`src/rtl/tuner_sweep_ctrl.sv`:
```
// tuner_sweep_ctrl
//   Sweeps a ring-resonator tuning DAC from a start code to an end code in
//   fixed steps. At each point it waits for the ring to settle thermally,
//   requests a power reading, and tracks the code with the highest (drop
//   port) or lowest (thru port) detected power. On completion the tuning
//   DAC is parked on the best code found.
//
// Parameters
//   DAC_WIDTH     width of the tuning DAC code
//   ADC_WIDTH     width of the detected power word
//   SETTLE_CYCLES settle wait per point (0 allowed, gives one SETTLE cycle)
//
// Ports
//   i_clk, i_rst_n          clock, asynchronous active-low reset
//   i_sweep_start           one-cycle sweep request (honoured in IDLE only)
//   i_abort                 terminate sweep
//   i_find_min              1 = search minimum, 0 = search maximum
//   i_dac_start/end/step    sweep range and increment
//   o_dac_tune              registered code to the tuning DAC
//   o_pwr_read_val/i_pwr_read_rdy                   read-request handshake
//   i_pwr_detect_val/o_pwr_detect_rdy/i_pwr_detected result handshake
//   o_busy, o_done, o_err   status (o_done, o_err are one-cycle pulses)
//   o_best_code, o_best_pwr result of the last completed sweep
module tuner_sweep_ctrl #(
  parameter int unsigned DAC_WIDTH     = 8,
  parameter int unsigned ADC_WIDTH     = 8,
  parameter int unsigned SETTLE_CYCLES = 4
) (
  input  logic                 i_clk,
  input  logic                 i_rst_n,
  input  logic                 i_sweep_start,
  input  logic                 i_abort,
  input  logic                 i_find_min,
  input  logic [DAC_WIDTH-1:0] i_dac_start,
  input  logic [DAC_WIDTH-1:0] i_dac_end,
  input  logic [DAC_WIDTH-1:0] i_dac_step,
  output logic [DAC_WIDTH-1:0] o_dac_tune,
  output logic                 o_pwr_read_val,
  input  logic                 i_pwr_read_rdy,
  input  logic                 i_pwr_detect_val,
  output logic                 o_pwr_detect_rdy,
  input  logic [ADC_WIDTH-1:0] i_pwr_detected,
  output logic                 o_busy,
  output logic                 o_done,
  output logic                 o_err,
  output logic [DAC_WIDTH-1:0] o_best_code,
  output logic [ADC_WIDTH-1:0] o_best_pwr
);

  localparam int unsigned CNT_W = (SETTLE_CYCLES > 1) ? $clog2(SETTLE_CYCLES + 1) : 1;
  localparam logic [CNT_W-1:0] SETTLE_LOAD = CNT_W'(SETTLE_CYCLES);

  typedef enum logic [2:0] {
    S_IDLE,
    S_SETTLE,
    S_REQ,
    S_WAIT,
    S_UPDATE,
    S_DONE
  } state_t;

  state_t               state, state_nxt;
  logic [DAC_WIDTH-1:0] code, code_nxt;
  logic [DAC_WIDTH-1:0] cfg_end, cfg_end_nxt;
  logic [DAC_WIDTH-1:0] cfg_step, cfg_step_nxt;
  logic                 find_min, find_min_nxt;
  logic [CNT_W-1:0]     settle_cnt, settle_cnt_nxt;
  logic [DAC_WIDTH-1:0] best_code, best_code_nxt;
  logic [ADC_WIDTH-1:0] best_pwr, best_pwr_nxt;
  logic [ADC_WIDTH-1:0] sample, sample_nxt;
  logic                 abort_pend, abort_pend_nxt;

  logic [DAC_WIDTH-1:0] dac_tune_nxt;
  logic [DAC_WIDTH-1:0] out_code_nxt;
  logic [ADC_WIDTH-1:0] out_pwr_nxt;
  logic                 busy_nxt, done_nxt, err_nxt, read_val_nxt, detect_rdy_nxt;

  logic [DAC_WIDTH:0]   next_sum;
  logic                 better;
  logic [DAC_WIDTH-1:0] upd_code;
  logic [ADC_WIDTH-1:0] upd_pwr;

  always_ff @(posedge i_clk or negedge i_rst_n) begin
    if (!i_rst_n) begin
      state            <= S_IDLE;
      code             <= '0;
      cfg_end          <= '0;
      cfg_step         <= '0;
      find_min         <= 1'b0;
      settle_cnt       <= '0;
      best_code        <= '0;
      best_pwr         <= '0;
      sample           <= '0;
      abort_pend       <= 1'b0;
      o_dac_tune       <= '0;
      o_best_code      <= '0;
      o_best_pwr       <= '0;
      o_busy           <= 1'b0;
      o_done           <= 1'b0;
      o_err            <= 1'b0;
      o_pwr_read_val   <= 1'b0;
      o_pwr_detect_rdy <= 1'b0;
    end else begin
      state            <= state_nxt;
      code             <= code_nxt;
      cfg_end          <= cfg_end_nxt;
      cfg_step         <= cfg_step_nxt;
      find_min         <= find_min_nxt;
      settle_cnt       <= settle_cnt_nxt;
      best_code        <= best_code_nxt;
      best_pwr         <= best_pwr_nxt;
      sample           <= sample_nxt;
      abort_pend       <= abort_pend_nxt;
      o_dac_tune       <= dac_tune_nxt;
      o_best_code      <= out_code_nxt;
      o_best_pwr       <= out_pwr_nxt;
      o_busy           <= busy_nxt;
      o_done           <= done_nxt;
      o_err            <= err_nxt;
      o_pwr_read_val   <= read_val_nxt;
      o_pwr_detect_rdy <= detect_rdy_nxt;
    end
  end

  always_comb begin
    state_nxt      = state;
    code_nxt       = code;
    cfg_end_nxt    = cfg_end;
    cfg_step_nxt   = cfg_step;
    find_min_nxt   = find_min;
    settle_cnt_nxt = settle_cnt;
    best_code_nxt  = best_code;
    best_pwr_nxt   = best_pwr;
    sample_nxt     = sample;
    abort_pend_nxt = abort_pend;
    dac_tune_nxt   = o_dac_tune;
    out_code_nxt   = o_best_code;
    out_pwr_nxt    = o_best_pwr;
    err_nxt        = 1'b0;

    // One extra bit so code + step past the top of the DAC range is seen
    // as "beyond end" instead of wrapping to a low code.
    next_sum = {1'b0, code} + {1'b0, cfg_step};
    better   = find_min ? (sample < best_pwr) : (sample > best_pwr);
    upd_code = better ? code   : best_code;
    upd_pwr  = better ? sample : best_pwr;

    case (state)
      S_IDLE: begin
        abort_pend_nxt = 1'b0;
        if (i_sweep_start) begin
          if ((i_dac_start > i_dac_end) || (i_dac_step == '0)) begin
            err_nxt = 1'b1;
          end else begin
            code_nxt       = i_dac_start;
            dac_tune_nxt   = i_dac_start;
            cfg_end_nxt    = i_dac_end;
            cfg_step_nxt   = i_dac_step;
            find_min_nxt   = i_find_min;
            settle_cnt_nxt = SETTLE_LOAD;
            best_code_nxt  = i_dac_start;
            best_pwr_nxt   = i_find_min ? '1 : '0;
            state_nxt      = S_SETTLE;
          end
        end
      end
      S_SETTLE: begin
        if (i_abort) begin
          state_nxt = S_IDLE;
        end else if (settle_cnt == '0) begin
          state_nxt = S_REQ;
        end else begin
          settle_cnt_nxt = settle_cnt - CNT_W'(1);
        end
      end
      S_REQ: begin
        if (i_abort) begin
          state_nxt = S_IDLE;
        end else if (i_pwr_read_rdy) begin
          state_nxt = S_WAIT;
        end
      end
      S_WAIT: begin
        // An abort here is deferred until the detector has handed over its
        // result, so no stale reading is left queued for the next sweep.
        if (i_abort) begin
          abort_pend_nxt = 1'b1;
        end
        if (i_pwr_detect_val) begin
          sample_nxt = i_pwr_detected;
          if (abort_pend || i_abort) begin
            abort_pend_nxt = 1'b0;
            state_nxt      = S_IDLE;
          end else begin
            state_nxt = S_UPDATE;
          end
        end
      end
      S_UPDATE: begin
        if (i_abort) begin
          state_nxt = S_IDLE;
        end else begin
          best_code_nxt = upd_code;
          best_pwr_nxt  = upd_pwr;
          if (next_sum > {1'b0, cfg_end}) begin
            // Result is published on entry to DONE so it is valid while
            // o_done is high.
            dac_tune_nxt = upd_code;
            out_code_nxt = upd_code;
            out_pwr_nxt  = upd_pwr;
            state_nxt    = S_DONE;
          end else begin
            code_nxt       = next_sum[DAC_WIDTH-1:0];
            dac_tune_nxt   = next_sum[DAC_WIDTH-1:0];
            settle_cnt_nxt = SETTLE_LOAD;
            state_nxt      = S_SETTLE;
          end
        end
      end
      S_DONE: begin
        state_nxt = S_IDLE;
      end
      default: begin
        state_nxt = S_IDLE;
      end
    endcase

    // Status outputs are registered copies of the state being entered.
    busy_nxt       = (state_nxt != S_IDLE);
    done_nxt       = (state_nxt == S_DONE);
    read_val_nxt   = (state_nxt == S_REQ);
    detect_rdy_nxt = (state_nxt == S_WAIT);
  end

endmodule
```
`config.mk`:
```
export PLATFORM = sky130hd
export DESIGN_NAME = tuner_sweep_ctrl
export DESIGN_NICKNAME = d
export VERILOG_FILES = /design/src/rtl/tuner_sweep_ctrl.sv
export SDC_FILE = /design/constraint.sdc
export NUM_CORES = 1
export LEC_CHECK = 0
export BUFFER_PORTS_ARGS = -buffer_cell sky130_fd_sc_hd__buf_2
export CAP_MARGIN = 15
export CORE_ASPECT_RATIO = 0.5
export CORE_MARGIN = 2
export CORE_UTILIZATION = 35
export CTS_BUF_LIST = sky130_fd_sc_hd__clkbuf_8
export CTS_CLUSTER_DIAMETER = 30
export DETAILED_ROUTE_END_ITERATION = 12
export PLACE_DENSITY = 0.57
export SLEW_MARGIN = 10
export SYNTH_ARGS = -nofsm -noshare
export SYNTH_HDL_FRONTEND = slang
export SYNTH_SLANG_ARGS = --single-unit
export TNS_END_PERCENT = 10
```
`constraint.sdc`:
```
create_clock -name i_clk -period 4.5 [get_ports i_clk]
set_input_delay 0.45 -clock i_clk [delete_from_list [all_inputs] [get_ports i_clk]]
set_output_delay 0.45 -clock i_clk [all_outputs]
set_load 0.005 [all_outputs]
```
* Word-level counts from Yosys, hierarchy flattened
Index checks and enable logic that the tools add are counted.
Operators by class: $add $sub $neg 2, magnitude comparators 4, equality and inequality tests 13, multiplexer cells 43, bitwise logic cells 2, reduce and logical (&&, ||, !) cells 15
Operator list (count):
- 8-bit 2-to-1 mux | 13
- 8-bit case mux with 2 select lines | 4
- 3-bit 2-to-1 mux | 16
- 8-bit > comparator | 2
- 3-bit case mux with 5 select lines | 1
- 3-bit by 2-bit equality test with 1-bit output, second input constant | 4
- 2-bit inequality test, second input constant | 6
- 8-bit by 8-bit adder with 9-bit output | 1
- 9-bit by 8-bit > comparator with 1-bit output | 1
- 3-bit case mux with 3 select lines | 1
- 8-bit logical NOT | 1
- 8-bit less-than comparator | 1
- 1-bit 2-to-1 mux | 7
- 7-bit AND reduction | 1
- 3-bit equality test, second input constant | 2
- 3-bit logical NOT | 2
- 3-bit AND reduction | 2
- 3-bit nonzero test | 2
- 5-bit AND reduction | 1
- 4-bit AND reduction | 1
- 2-bit nonzero test | 2
- 3-bit by 1-bit equality test with 1-bit output, second input constant | 1
- 3-bit by 1-bit subtractor with 3-bit output, second input constant | 1
- 1-bit logical OR | 2
- 3 further kinds | 4
Storage, ports and cells: bits in registers 85, bits of input ports 39, output and inout bits 29, word-level logic and storage cells 97

* Longest topological paths before layout
depth after elaboration 6, mapped depth 15, mapped depth without buffers 14

* Worst setup path after synthesis
No wires, ideal clock.
path kind reg-to-reg, start point register code[0], end point register settle_cnt[1], library setup time 0.127 ns, data arrival time 3.612 ns, required time 4.373 ns, setup slack 0.761 ns, cell stages (with the launch flop) 15, period minus slack after synthesis 3.739 ns, path through dfrtp_1 -> ha_1 -> fa_1 -> a211oi_1 -> o21bai_1 -> a21oi_1 -> xor2_1 -> inv_1 -> ha_1 -> a22oi_1 -> o211ai_1 -> o221ai_1 -> a21oi_1 -> a211o_1 -> mux2_1
Between the ends: cells in the longest elaborated chain, start to end 4
Ends and longest elaborated chain:
- start, declared | line 63 | logic [DAC_WIDTH-1:0] code, code_nxt;
- start signal, assigned | line 105 | code <= code_nxt;
- 8-bit by 8-bit adder with 9-bit output | line 143 | next_sum = {1'b0, code} + {1'b0, cfg_step};
- 9-bit by 8-bit > comparator with 1-bit output | line 205 | if (next_sum > {1'b0, cfg_end}) begin
- 2-bit inequality test (no source line)
- 7-bit AND reduction (no source line)
- end signal, assigned | line 109 | settle_cnt <= settle_cnt_nxt;
- end, declared | line 67 | logic [CNT_W-1:0] settle_cnt, settle_cnt_nxt;
No other way between the ends. A chain may end at the register's enable or synchronous reset.

* Final worst setup path
start point register code[0], end point register code[4]
Between the ends: cells in the longest elaborated chain, start to end 4
Ends and longest elaborated chain (line):
- 8-bit by 8-bit adder with 9-bit output * | 143
- 9-bit by 8-bit > comparator with 1-bit output / 8-bit 2-to-1 mux (equally long branches) | 205
- 2-bit inequality test (no source line) / 8-bit 2-to-1 mux (equally long branches)
- 5-bit AND reduction (no source line) / 8-bit case mux with 2 select lines (equally long branches)
Every way passes the cells marked *; elsewhere a longest branch is shown, timed or not. The select of a mux whose other input is x is not followed.

==> summary.md <==
| Metric | Value |
|---|---|
| Outcome | `completed` |
| TritonCTS clock tree | `built` |
| Post-Layout Cell Count | `751` |
| Worst-Margin Slew | `0.876 ns` |
| Post-layout min period | `3.88 ns` |
| Pwr Density | `approximately 790 mW/mm²` |
| Initial Utilization | `0.356` |
| Inserted Clock Buffers | `9` |
| Synth Net Count | `578` |
| Max clock buf depth | `2` |
| Number of flops mapped to enable cells by yosys | `0` |
| Crit end category | `register` |
| #FFs+latches synth | `85` |
| Nets | `about 640` |
| First-pass GRT wire length | `between 20 and 25 mm` |
| Clock slew seen by the registers of the worst setup and hold paths | `roughly 0.080 ns` |
| Cells after Synth | `504` |
| Final hold vios | `0` |
| DR pass1 iterations | `5` |
| N_diodes | `0` |
| DRT iter0 DRCs | `367` |
| Most frequent cells in the layout | `85 x dfrtp_1, 66 x buf_2, 50 x nand2_1` |
| Yosys cell types | `57` |
| CTS root buf | `clkbuf_8` |
| Max-cap violations | `0` |
| Post-synth ARST share | `1.00` |
| Synth warnings | `0` |
| HP Class | `in -> async` |
| Startpoint class of the critical path | `register` |
| Die X | `170 µm` |
| GP Congestion | `0.897` |
| Setup Fix Bufs, Post-CTS | `0` |
| ANT nets after route | `0` |
| Overall routing resource usage | `0.187` |
| Die area | `between 0.01 and 0.015 mm²` |
| Setup TNS | `0 ns` |
| Final Max Tran Viols | `0` |
| Final wirelength | `13.0 mm` |
| Final setup viols | `0` |
| Post-synthesis adder-cell area fraction | `0.0928` |
| Hpwl dp | `9.70 mm` |
| Dpl cells | `between 700 and 800` |
| Die Y | `roughly 87 µm` |
| Antenna violations before repair | `0` |
| Leak Pwr | `around 2.7 nW` |
| Final Cycle Share | `0.862` |
| Post-synthesis sequential area ratio | `0.443` |
| Drt drc | `0` |
| Hold buffer count at cts | `0` |
| Ys flop type | `dfrtp_1` |
| Largest net degree at the start of global routing | `47` |
| I/O Pins | `68` |
| Clk sink count | `85` |
| Most common cell after layout, fill and taps aside | `dfrtp_1` |
| Synth Area in XOR/XNOR | `0.0109` |
| GR Overflow Total | `0` |
| Compound-Gate Fraction of Synth Area | `0.241` |
| Core Box Area | `roughly 0.013 mm²` |
| Post-CTS sizing | `0` |
| Critical path required time | `4.78 ns` |
| RSZ-0062 raised after global routing | `no` |
| Achievable Freq | `258 MHz` |
| WL per Instance | `17.3 µm` |
| Worst IR drop on VDD | `0.000368 V` |
| Avg Cell Area, Syn | `9.53 µm²` |
| Critical path type | `reg -> reg` |
| Simple-gate portion of the synthesized area | `0.137` |
| # H-tree levels | `3` |
| CP Max Fanout | `8` |
| Setup Skew | `around 0.0085 ns` |
| Crit path DAT | `4.16 ns` |
| Largest family of logic cells by synthesized area | `compound AO/OA/AOI/OAI gates` |
| Mux share of post-synthesis cell area | `0.0232` |
| Clock Latency Late Sink | `between 0.3 and 0.4 ns` |
| Synthesis-to-layout area growth | `15.1%` |
| Layout cell share with drive strength beyond 1 | `0.184` |
| Number of core rows | `30` |
| Mapped cell area | `0.00480 mm²` |
| Port buffer count | `67` |
| Vias in the first global route | `3936` |
| DR vias/cell | `about 5.4` |
| Worst rel slew slack | `0.410` |
| Number of vias in the routed layout | `4040` |
worst paths after layout:
check	slack, ns	to	depth (start not counted)	start
worst max-delay path	0.62	code[4]	16	code[0]
worst min-delay path	0.09	cfg_end[4]	1	i_rst_n
max in group asynchronous	3.43	best_pwr[1]	2	i_rst_n
min in group i_clk	0.28	find_min	3	i_find_min
worst max register to register	0.62	code[4]	16	code[0]
worst min register to register	0.50	settle_cnt[1]	1	settle_cnt[1]
critical path, stage by stage, from the launching register on:
cell and delay, ns:
dfrtp_1 0.42, ha_1 0.25, fa_1 0.42, a211oi_1 0.30, o21bai_1 0.12, a21oi_1 0.18, xor2_1 0.28, inv_1 0.08
ha_1 0.31, a22oi_1 0.18, o211ai_1 0.11, o221ai_1 0.17, buf_4 0.17, a21oi_1 0.08, buf_4 0.20, a21oi_2 0.31
a2bb2oi_1 0.19
synthesized netlist by cell type, drive strengths merged, types with 7 or more instances:
| library cell | n | area, µm² |
|---|---|---|
| a21oi | 36 | 184 |
| nand2b | 7 | 43.8 |
| nand2 | 50 | 188 |
| a31oi | 11 | 75.1 |
| dfrtp | 85 | 2130 |
| o21a | 7 | 52.6 |
| clkbuf | 11 | 41.3 |
| o22a | 8 | 70.1 |
| buf | 9 | 57.6 |
| ha | 34 | 425 |
| nand3 | 9 | 45.0 |
| o22ai | 9 | 56.3 |
| nor2 | 31 | 133 |
| nor3 | 13 | 65.1 |
| a2bb2oi | 16 | 140 |
| a21boi | 7 | 52.6 |
| mux2 | 9 | 101 |
| inv | 40 | 150 |
| o21ai | 44 | 224 |
cells by family after synthesis:
kind of cell,Yosys count
compound gates,174
xor+xnor,6
fa+ha+maj,35
buf+inv,60
flops,85
mux,10
simple gates,134
layer usage:
metal / wire length [µm] / part of all wire / global-route usage / up-vias
li1: - / - / - / 1974
met1: 6450 / 0.50 / 0.267 / 1943
met2: 5760 / 0.44 / 0.296 / 114
met3: 712 / 0.055 / 0.0388 / 9
met4: 99 / 0.0076 / 0.0365 / 0
met5: 0 / 0 / 0 / -
layout make-up:
type                    count  area (µm²)
clock buffers              11         151
clock inverters             5        51.3
fillers                  1352        7950
inverters                  40         150
multi-input cells         359        2430
flip-flops and latches     85        2130
well taps                 176         220
repair buffers             75         398
through the flow:
step	power [mW]	setup WS, ns	area, µm²	hold WS, ns	utilization
floorplan	3.01	0.761	4800	0.154	-
global placement	3.76	0.735	5330	0.471	0.395
detailed placement	3.79	0.663	5330	0.483	0.395
CTS	4.37	0.620	5530	0.113	0.410
global route	4.76	0.303	5530	0.133	0.410
finish	4.35	0.621	5530	0.0946	0.410
where the power goes:
group          leakage (nW)  internal, mW  switching, mW
Sequential             1.03          1.09          0.242
Clock                 0.112         0.283          0.276
Combinational          1.52          1.02           1.44
Total                  2.66          2.39           1.95
registers in the layout (all words and copies together), names as in the netlist:
| signal | flops |
|---|---|
| abort_pend | 1 |
| best_code | 8 |
| best_pwr | 8 |
| cfg_end | 8 |
| cfg_step | 8 |
| code | 8 |
| find_min | 1 |
| o_best_code | 8 |
| o_best_pwr | 8 |
| o_busy | 1 |
| o_dac_tune | 8 |
| o_done | 1 |
| o_err | 1 |
| o_pwr_detect_rdy | 1 |
| o_pwr_read_val | 1 |
| sample | 8 |
| settle_cnt | 3 |
| state | 3 |
No activity file was read; power rests on OpenSTA's default activity.
